--- config.mk ---
export PLATFORM = sky130hd
export DESIGN_NAME = if_fetch_unit
export DESIGN_NICKNAME = d
export VERILOG_FILES = /design/src/rtl/if_fetch_pkg.sv /design/src/rtl/if_fetch_hold_buf.sv /design/src/rtl/if_fetch_unit.sv
export SDC_FILE = /design/constraint.sdc
export NUM_CORES = 1
export LEC_CHECK = 0
export CORE_MARGIN = 4
export CORE_UTILIZATION = 49
export DETAILED_ROUTE_END_ITERATION = 10
export GPL_TIMING_DRIVEN = 1
export PLACE_DENSITY = 0.8
export SLEW_MARGIN = 0
export SYNTH_ARGS = -nofsm -noshare
export SYNTH_HDL_FRONTEND = slang
export SYNTH_SLANG_ARGS = --single-unit
--- constraint.sdc ---
create_clock -name clk -period 4 [get_ports clk]
set_clock_uncertainty 0.2 [all_clocks]
set_input_delay 0.8 -clock clk [delete_from_list [all_inputs] [get_ports clk]]
set_output_delay 0.8 -clock clk [all_outputs]
set_load 0.01 [all_outputs]
--- src/rtl/if_fetch_pkg.sv ---
// Shared types and constants for the instruction-fetch stage.
package if_fetch_pkg;

    typedef enum logic [1:0] {
        REQ   = 2'd0,
        WAIT  = 2'd1,
        HOLD  = 2'd2,
        DRAIN = 2'd3
    } fetch_state_t;

    localparam logic [31:0] NOP_INSN   = 32'h0000_0000;
    localparam logic [31:0] INSN_BYTES = 32'd4;
    localparam logic [31:0] WORD_MASK  = 32'hFFFF_FFFC;

    function automatic logic [31:0] seq_pc(input logic [31:0] pc);
        return pc + INSN_BYTES;
    endfunction

endpackage

--- src/rtl/if_fetch_hold_buf.sv ---
// One-entry {pc_4, insn} buffer that keeps a fetched instruction alive while ID stalls.
module if_fetch_hold_buf
    import if_fetch_pkg::*;
(
    input  logic        clk,
    input  logic        rst,
    input  logic        load,
    input  logic        clear,
    input  logic [31:0] capture_pc_4,
    input  logic [31:0] capture_insn,
    output logic [31:0] held_pc_4,
    output logic [31:0] held_insn
);

    always_ff @(posedge clk) begin
        if (rst || clear) begin
            held_pc_4 <= 32'h0;
            held_insn <= NOP_INSN;
        end else if (load) begin
            held_pc_4 <= capture_pc_4;
            held_insn <= capture_insn;
        end
    end

endmodule

--- src/rtl/if_fetch_unit.sv ---
// Instruction-fetch stage: owns the PC, keeps at most one imem read in flight.
// Define IF_FETCH_PERF_EN to add the perf_stall_cycles / perf_redirects counters.
//
//  state | meaning
//  REQ   | issue a read at pc
//  WAIT  | read accepted, data pending
//  HOLD  | instruction captured in the hold buffer while ID stalls
//  DRAIN | stale response still owed after a redirect; discard it
module if_fetch_unit
    import if_fetch_pkg::*;
#(
    parameter logic [31:0] RESET_PC = 32'h0000_0000
) (
    input  logic        clk,
    input  logic        rst,
    input  logic        id_shouldStall,
    input  logic        ex_shouldJumpOrBranch,
    input  logic [31:0] ex_target,
    output logic        imem_req,
    output logic [31:0] imem_addr,
    input  logic        imem_ready,
    input  logic        imem_rvalid,
    input  logic [31:0] imem_rdata,
    output logic        if_valid,
    output logic [31:0] if_pc_4,
    output logic [31:0] if_instruction
`ifdef IF_FETCH_PERF_EN
    ,
    output logic [31:0] perf_stall_cycles,
    output logic [31:0] perf_redirects
`endif
);

    fetch_state_t state;
    logic [31:0]  pc;
    logic [31:0]  pc_plus_4;
    logic         redirect;
    logic         stall;
    logic         hold_load;
    logic         hold_clear;
    logic [31:0]  held_pc_4;
    logic [31:0]  held_insn;

    assign pc_plus_4 = seq_pc(pc);
    assign redirect  = ex_shouldJumpOrBranch;
    assign stall     = id_shouldStall;

    assign hold_load  = !redirect && (state == WAIT) && imem_rvalid && stall;
    assign hold_clear = redirect || ((state == HOLD) && !stall);

    if_fetch_hold_buf u_hold_buf (
        .clk          (clk),
        .rst          (rst),
        .load         (hold_load),
        .clear        (hold_clear),
        .capture_pc_4 (pc_plus_4),
        .capture_insn (imem_rdata),
        .held_pc_4    (held_pc_4),
        .held_insn    (held_insn)
    );

    // Output mux: pass-through in WAIT, hold buffer in HOLD, bubble otherwise.
    always_comb begin
        imem_req       = 1'b0;
        imem_addr      = 32'h0;
        if_valid       = 1'b0;
        if_pc_4        = 32'h0;
        if_instruction = NOP_INSN;
        if (!rst && !redirect) begin
            case (state)
                REQ: begin
                    imem_req  = 1'b1;
                    imem_addr = pc;
                end
                WAIT: begin
                    if (imem_rvalid) begin
                        if_valid       = 1'b1;
                        if_pc_4        = pc_plus_4;
                        if_instruction = imem_rdata;
                        if (!stall) begin
                            imem_req  = 1'b1;
                            imem_addr = pc_plus_4;
                        end
                    end
                end
                HOLD: begin
                    if_valid       = 1'b1;
                    if_pc_4        = held_pc_4;
                    if_instruction = held_insn;
                end
                default: begin
                end
            endcase
        end
    end

    always_ff @(posedge clk) begin
        if (rst) begin
            state <= REQ;
            pc    <= RESET_PC;
        end else if (redirect) begin
            pc <= ex_target & WORD_MASK;
            case (state)
                WAIT:    state <= imem_rvalid ? REQ : DRAIN;
                // A stale response landing in this very cycle is already drained.
                DRAIN:   state <= imem_rvalid ? REQ : DRAIN;
                default: state <= REQ;
            endcase
        end else begin
            case (state)
                REQ: begin
                    if (imem_ready) begin
                        state <= WAIT;
                    end
                end
                WAIT: begin
                    if (imem_rvalid) begin
                        if (!stall) begin
                            pc    <= pc_plus_4;
                            state <= imem_ready ? WAIT : REQ;
                        end else begin
                            state <= HOLD;
                        end
                    end
                end
                HOLD: begin
                    if (!stall) begin
                        pc    <= pc_plus_4;
                        state <= REQ;
                    end
                end
                DRAIN: begin
                    if (imem_rvalid) begin
                        state <= REQ;
                    end
                end
                default: state <= REQ;
            endcase
        end
    end

`ifdef IF_FETCH_PERF_EN
    always_ff @(posedge clk) begin
        if (rst) begin
            perf_stall_cycles <= 32'h0;
            perf_redirects    <= 32'h0;
        end else begin
            if (if_valid && stall) begin
                perf_stall_cycles <= perf_stall_cycles + 32'd1;
            end
            if (redirect) begin
                perf_redirects <= perf_redirects + 32'd1;
            end
        end
    end
`endif

endmodule

==> out/qor.yml, run 1 <==
cp-end-kind: "primary output"
cpMaxStageDelayCell: "or4_4"
maxCapViolCount: 0
tightest_slew_ns: 0.6651
p_switching_w: 0.0006343
root_buffer: "clkbuf_16"
layout-drive-gt1-share_pct: 8.717
fin_nets: 1068
cp_top_family: "simple AND/OR/NAND/NOR gates"
status: "complete, no violations"
cp_num_buf_inv: 1
grt_usage_pct: 24.59
path_cells: "ha_1 > nand3_2 > or4_4 > or4_4 > nand2_1 > a31oi_1 > clkdlybuf4s50_1"
rows: 40
final_common_cell: "clkdlybuf4s50_1"
avgRoutedWirePerCell_um: 15.84
htreeDepth: 3
wirelength_um: 18140
place_inst: 1129
grt_pass1_wl_um: 28750
gp_congestion: 0.9193
critical_path_peak_fanout: 7
start_util_pct: 50.02
clock-sinks: 94
hold_viol: 0
power_density_nw_per_um2: 277.0
port_buffers: 161
syn_to_final_growth_pct: 36.48
leakage_nw: 2.745
overflow: 0
synthTopCellsByArea: "dfxtp_1, nand2_1, a21oi_1"
synth_seq_cells: 94
grt_pass1_vias: 5762
vias: 6475
period_share_pct: 97.96
fin_cells: 1145
critical_path_class: "reg2out"
drc_errors: 0
combPwrFrac_pct: 16.7
cpPeakStageDelay_ns: 0.62
clock_path_buffers: 2
slew_viol_final: 0
hold_class: "reg2reg"
clk_pin_slew_worst_paths_ns: 0.07
pwr-share-seq_pct: 44.0
fmax_mhz: 255.2
synth_top_area_share_pct: 31.32
cts_tree: "built"
slew_headroom_pct: 55.66
pre_cts_ws_ns: 0.05116
hpwl_um: 12470
core_area_sq_um: 12010
cp_common_cell: "or4_4"
cts_made_buffers: 9
ys_types: 49
syn-mean-instance-area_sq_um: 6.970
finalCriticalPeriod_ns: 3.918
setup_viol: 0
layout_common_cells: "clkdlybuf4s50_1, nand2_1, nor2_1"
antenna_found_initial: 0
postCtsHoldBufs: 0
p_int_w: 0.001637
p_sw_share_pct: 27.93
avgViaCountPerCell: 5.655
yosys.area.top_type: "dfxtp_1"
n_antenna_cell: 0
synth_area_sq_um: 6008
vdd_ir_drop_max_uv: 189.8
crit_path_start_kind: "register"
clkPwrFrac_pct: 39.4
firstDrtPassIters: 5
ys_seq_area_share_pct: 31.32
die_w_um: 118.7
grt_max_degree: 86
synth_cells: 862
finalWorstSetupSlack_ns: 0.08177
io_pins: 168
drt-initial-drc-count: 635
clk_latency_ns: 0.35
die_h_um: 118.7
cp.required_ns: 3.00
yosys_warnings: 0
postRouteAntennaNets: 0
dieArea_sq_um: 14100
arrival_ns: 2.92
## tightest hold or removal path, cell delays in order (launching register included)
cell	delay [ns]
dfxtp_1	0.31
nand2_1	0.05
a21oi_1	0.05
## state kept, by name, summed over array words and instances, names as in the netlist
name / count
u_hold_buf.held_pc_4: 30
state: 2
pc: 30
u_hold_buf.held_insn: 32
## final cells by class
class	instances	area [sq um]
Inverter	27	101.3
Clock inverter	7	77.57
Clock buffer	9	225.2
Multi-Input combinational cell	650	3699
Timing Repair Buffer	211	2032
Tap cell	147	183.9
Fill cell	1031	3811
Sequential cell	94	1882
## layer usage
metal  global-route usage (%)  up-vias  routed length, um
li1                         -     3215                  -
met1                    33.68     2931               8039
met2                    38.79      290               8433
met3                    4.450       39               1174
met4                    8.762        0                494
met5                        0        -                  0
## per-stage QoR
stage | cell area, sq um | utilization (%) | TNS, ns | total power, W | hold slack (ns)
2_1_floorplan | 6020 | - | 0 | 0.001218 | 0.2366
3_3_place_gp | 7850 | 65.35 | 0 | 0.001383 | 0.2416
3_5_place_dp | 7850 | 65.35 | 0 | 0.001388 | 0.2467
4_1_cts | 8162 | 67.95 | 0 | 0.002272 | 0.2566
5_1_grt | 8200 | 68.27 | -0.001426 | 0.002358 | 0.2761
6_report | 8200 | 68.27 | 0 | 0.002271 | 0.2560
## power groups by stage
| stage | sequential, W | clock (W) | combinational [W] |
|---|---|---|---|
| 2_1_floorplan | 0.000992 | 0 | 0.000225 |
| 3_3_place_gp | 0.00102 | 0 | 0.000368 |
| 3_5_place_dp | 0.00102 | 0 | 0.000371 |
| 4_1_cts | 0.000995 | 0.000902 | 0.000374 |
| 5_1_grt | 0.00100 | 0.000948 | 0.000409 |
| 6_report | 0.000998 | 0.000894 | 0.000379 |
## cell usage after synthesis (all sizes together)
cell	count
a21boi	3
nand2b	5
nor2b	4
a2bb2oi	2
conb	1
a31oi	24
nor4	14
and3	5
buf	22
nand2	142
ha	5
a21o	4
mux2	1
nand4	12
o31a	1
nor3	16
o211a	1
a211oi	23
clkbuf	72
and4	1
inv	27
or4	2
or3	3
or2	4
xnor2	32
dfxtp	94
a311oi	3
a41oi	2
o21a	20
a21oi	81
nand3	24
o21ai	36
a22oi	38
and2	4
mux2i	7
nor2	101
xor2	22
nand3b	3
nor4b	1
## cells by family (layout without fill, tap and decap cells)
group / count (synthesis) / count (layout) / share of synthesized area (%)
fa+ha+maj: 5 / 5 / 1.041
buf+inv: 121 / 254 / 8.246
simple gates: 341 / 341 / 25.53
flops: 94 / 94 / 31.32
compound gates: 238 / 238 / 24.57
xor+xnor: 54 / 54 / 7.872
other cells: 1 / 4 / 0.06241
mux: 8 / 8 / 1.354
## final timing paths
| kind | start | endpoint | slack (ns) | depth (start not counted) |
|---|---|---|---|---|
| worst max register to register | state[0] | pc[10] | 1.36 | 9 |
| worst min register to register | u_hold_buf.held_insn[18] | u_hold_buf.held_insn[18] | 0.26 | 2 |
| worst min-delay path | u_hold_buf.held_insn[18] | u_hold_buf.held_insn[18] | 0.26 | 2 |
| worst max-delay path | pc[2] | imem_addr[30] | 0.08 | 7 |
## timing repair
item / in CTS / in global routing
resized for setup: 2 / 10
buffers inserted: 0 / 0
endpoints found under the setup margin: 4 / 9
pin swaps: 0 / 1
(Power assumes the default switching activity.)
==> run 2, diff against run 1 <==
--- a/config.mk
+++ b/config.mk
@@ -6,10 +6,11 @@
 export NUM_CORES = 1
 export LEC_CHECK = 0
 export CORE_MARGIN = 4
-export CORE_UTILIZATION = 49
+export CORE_UTILIZATION = 44
 export DETAILED_ROUTE_END_ITERATION = 10
 export GPL_TIMING_DRIVEN = 1
-export PLACE_DENSITY = 0.8
+export PLACE_DENSITY = 0.75
+export SKIP_LAST_GASP = 1
 export SLEW_MARGIN = 0
 export SYNTH_ARGS = -nofsm -noshare
 export SYNTH_HDL_FRONTEND = slang
==> constraint.sdc (replaced) <==
create_clock -name clk -period 3.2 [get_ports clk]
set_clock_uncertainty 0.2 [all_clocks]
set_input_delay 0.64 -clock clk [delete_from_list [all_inputs] [get_ports clk]]
set_output_delay 0.64 -clock clk [all_outputs]
set_load 0.01 [all_outputs]
==> out/qor.yml, run 2 (synthesized netlist as in run 1, its figures left out) <==
final_area_sq_um: 8877  # +8.3%
cp.required_ns: 2.36  # -0.64 ns
crit_start: "pc[3]"
firstDrtPassIters: 6  # +1
wl_met3_um: 1255  # +6.9%
fin_nets: 1122  # +5.1%
antenna_found_initial: 0  # unchanged
cpMaxStageDelayCell: "or4_4"
syn_to_final_growth_pct: 47.75
overflow: 0  # unchanged
avgRoutedWirePerCell_um: 15.86  # about the same
finalCriticalPeriod_ns: 3.283
whs_ns: 0.2543  # -0.001744 ns
avgViaCountPerCell: 5.480  # -3.1%
drt-initial-drc-count: 657  # +3.5%
grt_pass1_wl_um: 30420  # +5.8%
leakage_nw: 3.524  # +28%
crit_path_start_kind: "register"
final_util_pct: 66.77  # -1.5 points
drc_errors: 0  # unchanged
die_h_um: 124.9  # +5.2%
setup_viol: 3  # +3
io_pins: 168  # unchanged
slew_viol_final: 0  # unchanged
rsz0062_at_grt: "yes"
port_buffers: 161  # unchanged
arrival_ns: 2.44  # -0.48 ns
finalWorstSetupSlack_ns: -0.08323  # -0.1650 ns
dpl_cell_area_sq_um: 8274  # +5.4%
dr.max_layer_used: "met4"
final_common_cell: "nand2_1"
start_util_pct: 45.19  # -4.8 points
cp-end-kind: "primary output"
grt_max_degree: 61  # -29%
period_share_pct: 102.6
clk_pin_slew_worst_paths_ns: 0.07  # about the same
hold_viol: 0  # unchanged
root_buffer: "clkbuf_16"
dieArea_sq_um: 15590  # +11%
largest-register: "u_hold_buf.held_insn"
htreeDepth: 3  # unchanged
n_antenna_cell: 0  # unchanged
tightest_slew_ns: 0.9882  # +0.3231 ns
layout_common_cells: "nand2_1, nor2_1, clkdlybuf4s50_1"
slew_headroom_pct: 33.87  # -22 points
cts_made_buffers: 9  # unchanged
power_density_nw_per_um2: 315.8  # +14%
critical_path_peak_fanout: 5  # -2
wl_met1_um: 8749  # +8.8%
wirelength_um: 19470  # +7.3%
postRouteAntennaNets: 0  # unchanged
cts_tree: "built"
rr_startpoint: "pc[3]"
vdd_ir_drop_max_uv: 263.2  # +39%
vias: 6729  # +3.9%
die_w_um: 124.9  # +5.2%
violations: "setup timing"
clk_latency_ns: 0.35  # about the same
path_cells: "ha_4 > nand3_2 > or4_4 > nor3_2 > buf_4 > xnor2_1 > o21ai_1 > dlygate4sd2_1"
largest_reg_flops: 32  # unchanged
maxCapViolCount: 0  # unchanged
fmax_mhz: 304.6
grt_usage_pct: 23.46  # -1.1 points
gp_congestion: 0.9007  # -2.0%
layout-drive-gt1-share_pct: 17.11  # +8.4 points
power_w: 0.002803  # +23%
clock-sinks: 94  # unchanged
status: "finished, violations left"
holdCritStartpoint: "u_hold_buf.held_insn[8]"
hold_class: "reg2reg"
hpwl_um: 13190  # +5.8%
met2_wirelength_um: 8942  # +6.0%
core_area_sq_um: 13300  # +11%
critical_path_class: "reg2out"
grt_pass1_vias: 5966  # +3.5%
fin_cells: 1228  # +7.2%
largest_registers: "u_hold_buf.held_insn: 32 flops, pc: 30 flops, u_hold_buf.held_pc_4: 30 flops"
rows: 42  # +5.0%
cpPeakStageDelay_ns: 0.58  # -0.04 ns
place_inst: 1198  # +6.1%
clock_path_buffers: 2  # unchanged
==> run 2: changes by cell type in the layout (fill, tap and decap cells not counted), moves of 7 or more <==
cell and change:
dlymetal6s2s_1 +12, buf_4 +41, dlygate4sd2_1 +36, clkdlybuf4s50_1 -65, buf_12 +7
==> run 2: final timing paths <==
check             slack, ns                      end  depth (start not counted)
setup / recovery      -0.08              if_pc_4[26]                          8
hold / removal         0.25  u_hold_buf.held_insn[8]                          2
hold reg to reg        0.25  u_hold_buf.held_insn[8]                          2
setup reg to reg       0.80                   pc[30]                          7
==> run 2: what timing repair did <==
action | in CTS | in global routing
hold buffers | 0 | 0
setup buffers | 7 | 4
gates resized for setup | 112 | 49
setup endpoints to repair | 93 | 49
pin swaps | 11 | 8
cloned | 2 | 1
==> run 2: critical path: cells and delay by family, from the launching register on <==
family	cells	cell delay (ns)
AO/OA/AOI/OAI	1	0.11
adder cells (fa/ha/maj)	1	0.16
XOR/XNOR	1	0.16
flip-flops	1	0.36
AND/OR/NAND/NOR	3	0.86
buffers and inverters	2	0.44
==> run 2: where the power goes <==
| part | leakage, nW | internal, W | total [W] | switching, W |
|---|---|---|---|---|
| Sequential | 0.767 | 0.00120 | 0.00124 | 0.0000345 |
| Combinational | 2.63 | 0.000261 | 0.000534 | 0.000273 |
| Clock | 0.129 | 0.000552 | 0.00103 | 0.000482 |
| Total | 3.52 | 0.00201 | 0.00280 | 0.000789 |
==> run 2: final cells by class <==
cell class / count / area [sq um]
fill: 1127 / 4418
multi-input combinational: 650 / 3864
timing repair buffer: 265 / 2525
sequential: 94 / 1888
clock buffer: 12 / 246.5
tap: 176 / 220.2
inverter: 27 / 101.3
clock inverter: 4 / 32.53
==> run 2: metal layers <==
| metal | GRT usage, % | vias to the layer above |
|---|---|---|
| met5 | 0 | - |
| met4 | 8.610 | 0 |
| met3 | 3.731 | 44 |
| met2 | 37.25 | 302 |
| met1 | 32.20 | 3062 |
| li1 | - | 3321 |
==> run 2: stage by stage <==
| stage | setup TNS [ns] | setup WS, ns |
|---|---|---|
| CTS | -1.001 | -0.2482 |
| finish | -0.1902 | -0.08323 |
| global placement | -24.10 | -0.4586 |
| detailed placement | -25.01 | -0.4718 |
| floorplan | 0 | 0.09824 |
| global route | -1.063 | -0.1860 |
==> run 3, diff against run 2 <==
--- a/config.mk
+++ b/config.mk
@@ -6,10 +6,10 @@
 export NUM_CORES = 1
 export LEC_CHECK = 0
 export CORE_MARGIN = 4
-export CORE_UTILIZATION = 44
+export CORE_UTILIZATION = 52
 export DETAILED_ROUTE_END_ITERATION = 10
 export GPL_TIMING_DRIVEN = 1
-export PLACE_DENSITY = 0.75
+export PLACE_DENSITY = 0.84
 export SKIP_LAST_GASP = 1
 export SLEW_MARGIN = 0
 export SYNTH_ARGS = -nofsm -noshare
==> constraint.sdc (replaced) <==
create_clock -name clk -period 4.1 [get_ports clk]
set_clock_uncertainty 0.2 [all_clocks]
set_input_delay 0.82 -clock clk [delete_from_list [all_inputs] [get_ports clk]]
set_output_delay 0.82 -clock clk [all_outputs]
set_load 0.02 [all_outputs]
==> out/qor.yml, run 3 (synthesized netlist as in run 1, its figures left out) <==
hpwl_um: 12970  # -1.6%
cts_tree: "built"
final_util_pct: 73.79  # +7.0 points
avgRoutedWirePerCell_um: 16.06  # +1.3%
rows: 38  # -9.5%
critical_path_peak_fanout: 7  # +2
gp_congestion: 0.9366  # +4.0%
rsz0062_at_grt: "yes"
grt_max_degree: 61  # unchanged
drt-initial-drc-count: 690  # +5.0%
postRouteAntennaNets: 0  # unchanged
power_density_nw_per_um2: 272.7  # -14%
n_antenna_cell: 0  # unchanged
firstDrtPassIters: 5  # -1
leakage_nw: 2.779  # -21%
core_area_sq_um: 11080  # -17%
setup_viol: 0  # -3
crit_start: "pc[3]"
grt_usage_pct: 26.65  # +3.2 points
root_buffer: "clkbuf_16"
hold_viol: 0  # unchanged
clock-sinks: 94  # unchanged
start_util_pct: 54.24  # +9.0 points
reg2reg_slack_ns: 1.40  # +0.60 ns
hold_depth: 2  # unchanged
tightest_slew_ns: 0.8231  # -0.1650 ns
fmax_mhz: 249.4
clock_path_buffers: 2  # unchanged
dieArea_sq_um: 13340  # -14%
crit_path_start_kind: "register"
maxCapViolCount: 0  # unchanged
antenna_found_initial: 0  # unchanged
largest-register: "u_hold_buf.held_insn"
drc_errors: 0  # unchanged
grt_pass1_wl_um: 28700  # -5.7%
postCtsHoldBufs: 0  # unchanged
layout-drive-gt1-share_pct: 8.133  # -9.0 points
grt_pass1_vias: 5736  # -3.9%
die_h_um: 115.5  # -7.5%
postCtsSetupBuffers: 0  # -7
wirelength_um: 18250  # -6.3%
cp.required_ns: 3.08  # +0.72 ns
layout_common_cells: "clkdlybuf4s50_1, nand2_1, nor2_1"
htreeDepth: 3  # unchanged
die_w_um: 115.5  # -7.5%
hold_path_end: "u_hold_buf.held_insn[17]"
period_share_pct: 97.81
overflow: 0  # unchanged
cts_made_buffers: 9  # unchanged
port_buffers: 161  # unchanged
largest_registers: "u_hold_buf.held_insn: 32 flops, pc: 30 flops, u_hold_buf.held_pc_4: 30 flops"
slew_headroom_pct: 44.92  # +11 points
hold_class: "reg2reg"
vdd_ir_drop_max_uv: 186.8  # -29%
fin_nets: 1067  # -4.9%
slew_viol_final: 0  # unchanged
rr_startpoint: "state[0]"
cp-end-kind: "primary output"
largest_reg_flops: 32  # unchanged
holdCritStartpoint: "u_hold_buf.held_insn[17]"
reg2reg_to: "pc[10]"
critical_path_class: "reg2out"
final_common_cell: "clkdlybuf4s50_1"
worstRegToRegCells: 9  # +2
clk_pin_slew_worst_paths_ns: 0.06  # about the same
clk_latency_ns: 0.34  # about the same
status: "complete, no violations"
io_pins: 168  # unchanged
fin_cells: 1136  # -7.5%
avgViaCountPerCell: 5.724  # +4.5%
syn_to_final_growth_pct: 36.05
arrival_ns: 2.99  # +0.55 ns
finalCriticalPeriod_ns: 4.010
place_inst: 1121  # -6.4%
vias: 6502  # -3.4%
whs_ns: 0.2540  # -0.0003050 ns
run 3: cell types whose count changed in the layout (fill, tap and decap cells not counted), sizes merged:
| cell | change |
|---|---|
| clkdlybuf4s50 | +63 |
| buf | -56 |
| dlygate4sd2 | -36 |
| dlymetal6s2s | -10 |
| clkbuf | -8 |
| clkdlybuf4s15 | -8 |
| bufinv | +2 |
| bufbuf | -1 |
| clkinv | -1 |
| clkinvlp | -1 |
run 3: worst max-delay path, stage by stage (launching register included):
cell and delay (ns):
dfxtp_1 0.40, ha_1 0.22, nand3_2 0.10, or4_4 0.62
nor3_2 0.32, xnor2_1 0.15, o21ai_0 0.20, clkdlybuf4s50_1 0.64
run 3: worst max-delay path by stage:
stage	cells after the start	endpoint	slack (ns)
finish	7	if_pc_4[26]	0.09
global route	7	if_pc_4[26]	-0.03
CTS	7	imem_addr[30]	0.06
detailed placement	8	imem_addr[10]	0.09
global placement	8	imem_addr[10]	0.08
floorplan	8	imem_addr[25]	0.53
run 3: what timing repair did:
| item | 4_1_cts | 5_1_grt |
|---|---|---|
| gates resized for setup | 2 | 8 |
| pin swaps | 0 | 0 |
| setup endpoints to repair | 4 | 11 |
run 3: routing by layer:
metal  share of wire (%)  wire length [um]  global-route usage [%]
met1                  43              7892                   37.06
met2                  46              8434                   41.86
met3                 7.9              1446                   3.812
met4                 2.6               473                   10.49
met5                   0                 0                       0
run 3: area by class of cell:
cell class	instances	area, sq um
Clock buffer	11	232.7
Clock inverter	4	72.57
Fill cell	875	2904
Inverter	27	101.3
Multi-Input combinational cell	650	3684
Sequential cell	94	1883
Tap cell	140	175.2
Timing Repair Buffer	210	2026
run 3: per-stage QoR:
stage / instance area, sq um / TNS (ns) / setup slack (ns) / total power (W)
2_1_floorplan: 6020 / 0 / 0.5339 / 0.001202
3_3_place_gp: 7834 / 0 / 0.07558 / 0.001362
3_5_place_dp: 7834 / 0 / 0.08759 / 0.001366
4_1_cts: 8148 / 0 / 0.05794 / 0.002236
5_1_grt: 8174 / -0.02742 / -0.02742 / 0.002311
6_report: 8174 / 0 / 0.08982 / 0.002229
run 3: power by group:
part           internal [W]  total [W]  switching, W
logic              0.000176   0.000375      0.000199
registers          0.000937   0.000978     0.0000401
clock network      0.000531   0.000876      0.000345
total               0.00164    0.00223      0.000584
==> RTL edit 1: new RTL, settings of run 3 <==
Build with the macro `IF_FETCH_PERF_EN` defined.
--- a/src/rtl/if_fetch_unit.sv
+++ b/src/rtl/if_fetch_unit.sv
@@ -6,6 +6,8 @@
 //  WAIT  | read accepted, data pending
 //  HOLD  | instruction captured in the hold buffer while ID stalls
 //  DRAIN | stale response still owed after a redirect; discard it
+`define IF_FETCH_PERF_EN
+
 module if_fetch_unit
     import if_fetch_pkg::*;
 #(
Function (old outputs only; new: perf_redirects and perf_stall_cycles): kept (Yosys induction, for registers that start in step).
==> RTL edit 1 against run 3 <==
Utilization shrank 1.4 points; non-clock buffer count up 54; clock power rose by 95%; highest routed layer unchanged; sequential cell count up 64; final area is 47% higher; critical path depth stayed put; setup slack worse by 22 ps; area after synthesis up 46%; critical endpoint is now if_pc_4[22]; power up 66%; routed wire length is 43% higher.
==> RTL edit 1: results <==
metrics = {
    "critical_path": {
        "path_max_fanout": 6,
        "crit_arrival_ps": 3010,
        "cpPeakStageDelay_ps": 650,
    },
    "grt": {
        "overflow": 0,
        "grt_max_degree": 86,
        "grt_pass1_vias": 8371,
        "grt_pass1_wl_um": 41300,
        "track_usage_pct": 26.9,
    },
    "routing": {
        "vias_per_cell": 5.70,
        "drt-wirelength-per-cell_um": 16.4,
        "first_iter_violations": 672,
    },
    "logic_synthesis": {
        "ys.flop_type": "dfxtp_1",
        "synth-xor-area-share_pct": 10.4,
        "synth_cell_types": 52,
        "synth.area.top_cells": "dfxtp_1, nor2_1, nand2_1",
        "synth_commonest_cells": "nor2_1, nand2_1, dfxtp_1",
        "avgSynthCellArea_sq_um": 7.43,
        "synthMuxAreaShare_pct": 1.43,
        "ys_seq_area_share_pct": 36.1,
        "synth_compound_area_share_pct": 16.7,
        "synthAdderAreaFrac_pct": 0.998,
    },
    "timing": {
        "setup_violations": 0,
        "slew_headroom_pct": 42.0,
    },
    "power_and_ir_drop": {
        "ir_drop_mv": 0.303,
        "p_leak_nw": 4.19,
    },
    "cells_and_area": {
        "top_regs": "perf_redirects (32), perf_stall_cycles (32), u_hold_buf.held_insn (32)",
        "fin_nets": 1443,
        "final_cells": 1599,
        "fillers": 1345,
        "layout-drive-gt1-share_pct": 7.83,
    },
    "status": {
        "status": "finished clean",
    },
    "clock_network": {
        "clk_latency_ps": 430,
        "cts_htree_levels": 4,
        "clock_path_buffers": 2,
        "numCtsBuffers": 17,
    },
    "flow_run": {
        "maxCapViolations": 0,
    },
    "placed_design": {
        "port_buffers": 225,
        "gp_congestion": 0.928,
        "place_area_sq_mm": 0.0112,
        "pre_cts_slack_ps": 53.8,
        "hpwl_um": 18300,
    },
}
## RTL edit 1: cell types whose count changed in the layout (fill, tap and decap cells not counted), moves of 20 or more
cell,run 3,this run
clkdlybuf4s50_1,156,206
nor2_1,101,193
a21oi_1,81,61
a211oi_1,23,45
nand3_1,22,42
xnor2_1,32,65
dfxtp_1,93,155
o21ai_0,34,55
## RTL edit 1: kinds of logic (layout without fill, tap and decap cells)
group | count (synthesis) | after routing
other cells | 1 | 4
fa+ha+maj | 7 | 7
mux | 12 | 12
xor+xnor | 104 | 104
flops | 158 | 158
buf+inv | 120 | 315
compound gates | 234 | 234
simple gates | 545 | 545
## RTL edit 1: what timing repair did
item	in CTS	in global routing
resized for setup	4	33
pin swaps	0	0
endpoints found under the setup margin	4	33
hold buffers	0	0
## RTL edit 1: area by class of cell
| cell class | instances | area, sq um | area share (%) |
|---|---|---|---|
| Clock buffer | 17 | 425 | 3.54 |
| Clock inverter | 15 | 215 | 1.79 |
| Inverter | 19 | 71.3 | 0.594 |
| Multi-Input combinational cell | 906 | 5220 | 43.5 |
| Sequential cell | 158 | 3170 | 26.4 |
| Tap cell | 220 | 275 | 2.29 |
| Timing Repair Buffer | 264 | 2630 | 21.9 |
## RTL edit 1: final timing paths
kind / slack [ps] / to / startpoint / cells past startpoint
max reg2reg: 950 / perf_stall_cycles[24]$_SDFFE_PP0P_ / state[0]$_SDFFE_PP0P_ / 8
min: 260 / u_hold_buf.held_insn[28]$_SDFFE_PP0P_ / u_hold_buf.held_insn[28]$_SDFFE_PP0P_ / 2
max: 70 / if_pc_4[22] / pc[3]$_SDFFE_PP0P_ / 7
min reg2reg: 260 / u_hold_buf.held_insn[28]$_SDFFE_PP0P_ / u_hold_buf.held_insn[28]$_SDFFE_PP0P_ / 2
## RTL edit 1: per-layer routing
metal | global-route usage (%) | share of wire [%] | wire length (um) | vias to the layer above
met2 | 43.7 | 47 | 12300 | 353
met4 | 10.2 | 3.3 | 864 | 0
met1 | 33.5 | 41 | 10700 | 4237
li1 | - | - | - | 4454
met3 | 8.27 | 8.8 | 2310 | 67
met5 | 0 | 0 | 0 | -
## RTL edit 1: critical path: cells and delay by family (launching register included)
| kind | cells | cell delay, ps |
|---|---|---|
| AND/OR/NAND/NOR | 3 | 920 |
| buffers and inverters | 1 | 650 |
| flip-flops | 1 | 410 |
| adder cells (fa/ha/maj) | 1 | 280 |
| AO/OA/AOI/OAI | 1 | 190 |
| XOR/XNOR | 1 | 140 |
## RTL edit 1: where the power goes
group	internal, mW	total [mW]	leakage [nW]	switching [mW]
clock network	0.991	1.71	0.307	0.714
registers	1.56	1.61	1.28	0.0485
logic	0.171	0.375	2.60	0.204
total	2.72	3.69	4.19	0.967
==> RTL edit 2: new RTL, settings of run 3 <==
Made on the original files. Encoding of `fetch_state_t`: now one-hot (4 bits for 4 states).
--- a/src/rtl/if_fetch_pkg.sv
+++ b/src/rtl/if_fetch_pkg.sv
@@ -1,11 +1,11 @@
 // Shared types and constants for the instruction-fetch stage.
 package if_fetch_pkg;
 
-    typedef enum logic [1:0] {
-        REQ   = 2'd0,
-        WAIT  = 2'd1,
-        HOLD  = 2'd2,
-        DRAIN = 2'd3
+    typedef enum logic [3:0] {
+        REQ   = 4'b0001,
+        WAIT  = 4'b0010,
+        HOLD  = 4'b0100,
+        DRAIN = 4'b1000
     } fetch_state_t;
 
     localparam logic [31:0] NOP_INSN   = 32'h0000_0000;
Behaviour: no difference found for any inputs over 4 cycles, from zero or initial values and one cycle with rst high; so few cycles prove little.
==> RTL edit 2 against run 3 <==
Utilization rose by 0.16 points; area after synthesis rose by 0.83%; critical path depth rose by 3; final area rose by 3.3%; critical endpoint is now imem_addr[21]; power fell by 4.0%; setup slack got worse by 22 ps; sequential cell count rose by 2; combinational power fell by 14%; routed wire length rose by 7.0%; non-clock buffer count rose by 4.
==> RTL edit 2: results <==
metrics = {
    "status": {
        "status": "finished clean",
    },
    "logic_synthesis": {
        "synth_commonest_cells": "nand2_1, nor2_1, dfxtp_1",
        "synthMuxAreaShare_pct": 0.165,
        "synth_compound_area_share_pct": 25.6,
        "synth.area.top_cells": "dfxtp_1, nand2_1, nor2_1",
        "synth_cells": 870,
        "synthAdderAreaFrac_pct": 0.207,
    },
    "critical_path": {
        "endpoint": "imem_addr[21]",
        "timing.rr.end": "u_hold_buf.held_pc_4[9]$_SDFFE_PP0P_",
        "cpPeakStageDelay_ps": 620,
        "critical_path.top_delay_family": "buffers and inverters",
        "r2r.worst_path.cells": 4,
        "rrSetupSlack_ps": 1440,
        "crit_arrival_ps": 3010,
        "startpoint": "ex_shouldJumpOrBranch",
    },
    "power_and_ir_drop": {
        "p_leak_nw": 4.04,
        "power_switching_share_pct": 28.4,
        "ir_drop_mv": 0.234,
    },
    "routing": {
        "vias": 6963,
        "routed_wl_um": 19500,
    },
    "cells_and_area": {
        "fin_nets": 1079,
        "layout-drive-gt1-share_pct": 8.59,
    },
    "placed_design": {
        "pre_cts_slack_ps": -116,
        "gp_congestion": 0.886,
        "hpwl_um": 13400,
    },
    "grt": {
        "grt_pass1_vias": 6026,
        "grtUsageMet3_pct": 4.91,
        "use_met2_pct": 42.1,
        "grt_pass1_wl_um": 30100,
        "grt_max_degree": 60,
    },
    "timing": {
        "slew_headroom_pct": 37.1,
        "hold_slack_ps": 253,
    },
    "worst_hold_path": {
        "hold_path_end": "u_hold_buf.held_insn[10]$_SDFFE_PP0P_",
        "hp-start": "u_hold_buf.held_insn[10]$_SDFFE_PP0P_",
    },
}
-- RTL edit 2: layout make-up --
class / instances / area (sq um)
Clock buffer: 9 / 225
Clock inverter: 7 / 55.1
Fill cell: 896 / 2980
Inverter: 8 / 30.0
Multi-Input combinational cell: 679 / 3780
Sequential cell: 96 / 1920
Tap cell: 143 / 179
Timing Repair Buffer: 214 / 2250
-- RTL edit 2: repair_timing --
item / in CTS / in global routing
pin swaps: 0 / 0
setup endpoints to repair: 60 / 86
resized for setup: 7 / 88
buffers inserted: 0 / 1
hold buffers: 0 / 0
-- RTL edit 2: layer usage --
layer / share of wire, % / up-vias
met5: 0 / -
li1: - / 3344
met2: 47 / 355
met1: 42 / 3207
met4: 3.5 / 0
met3: 7.8 / 57
-- RTL edit 2: power groups by stage --
stage                     sequential, mW  clock [mW]  combinational [mW]
after floorplan                    0.991           0               0.195
after global placement              1.02           0               0.314
after detailed placement            1.02           0               0.317
after CTS                           1.00       0.821               0.319
after global routing                1.01       0.861               0.347
final                               1.00       0.815               0.321
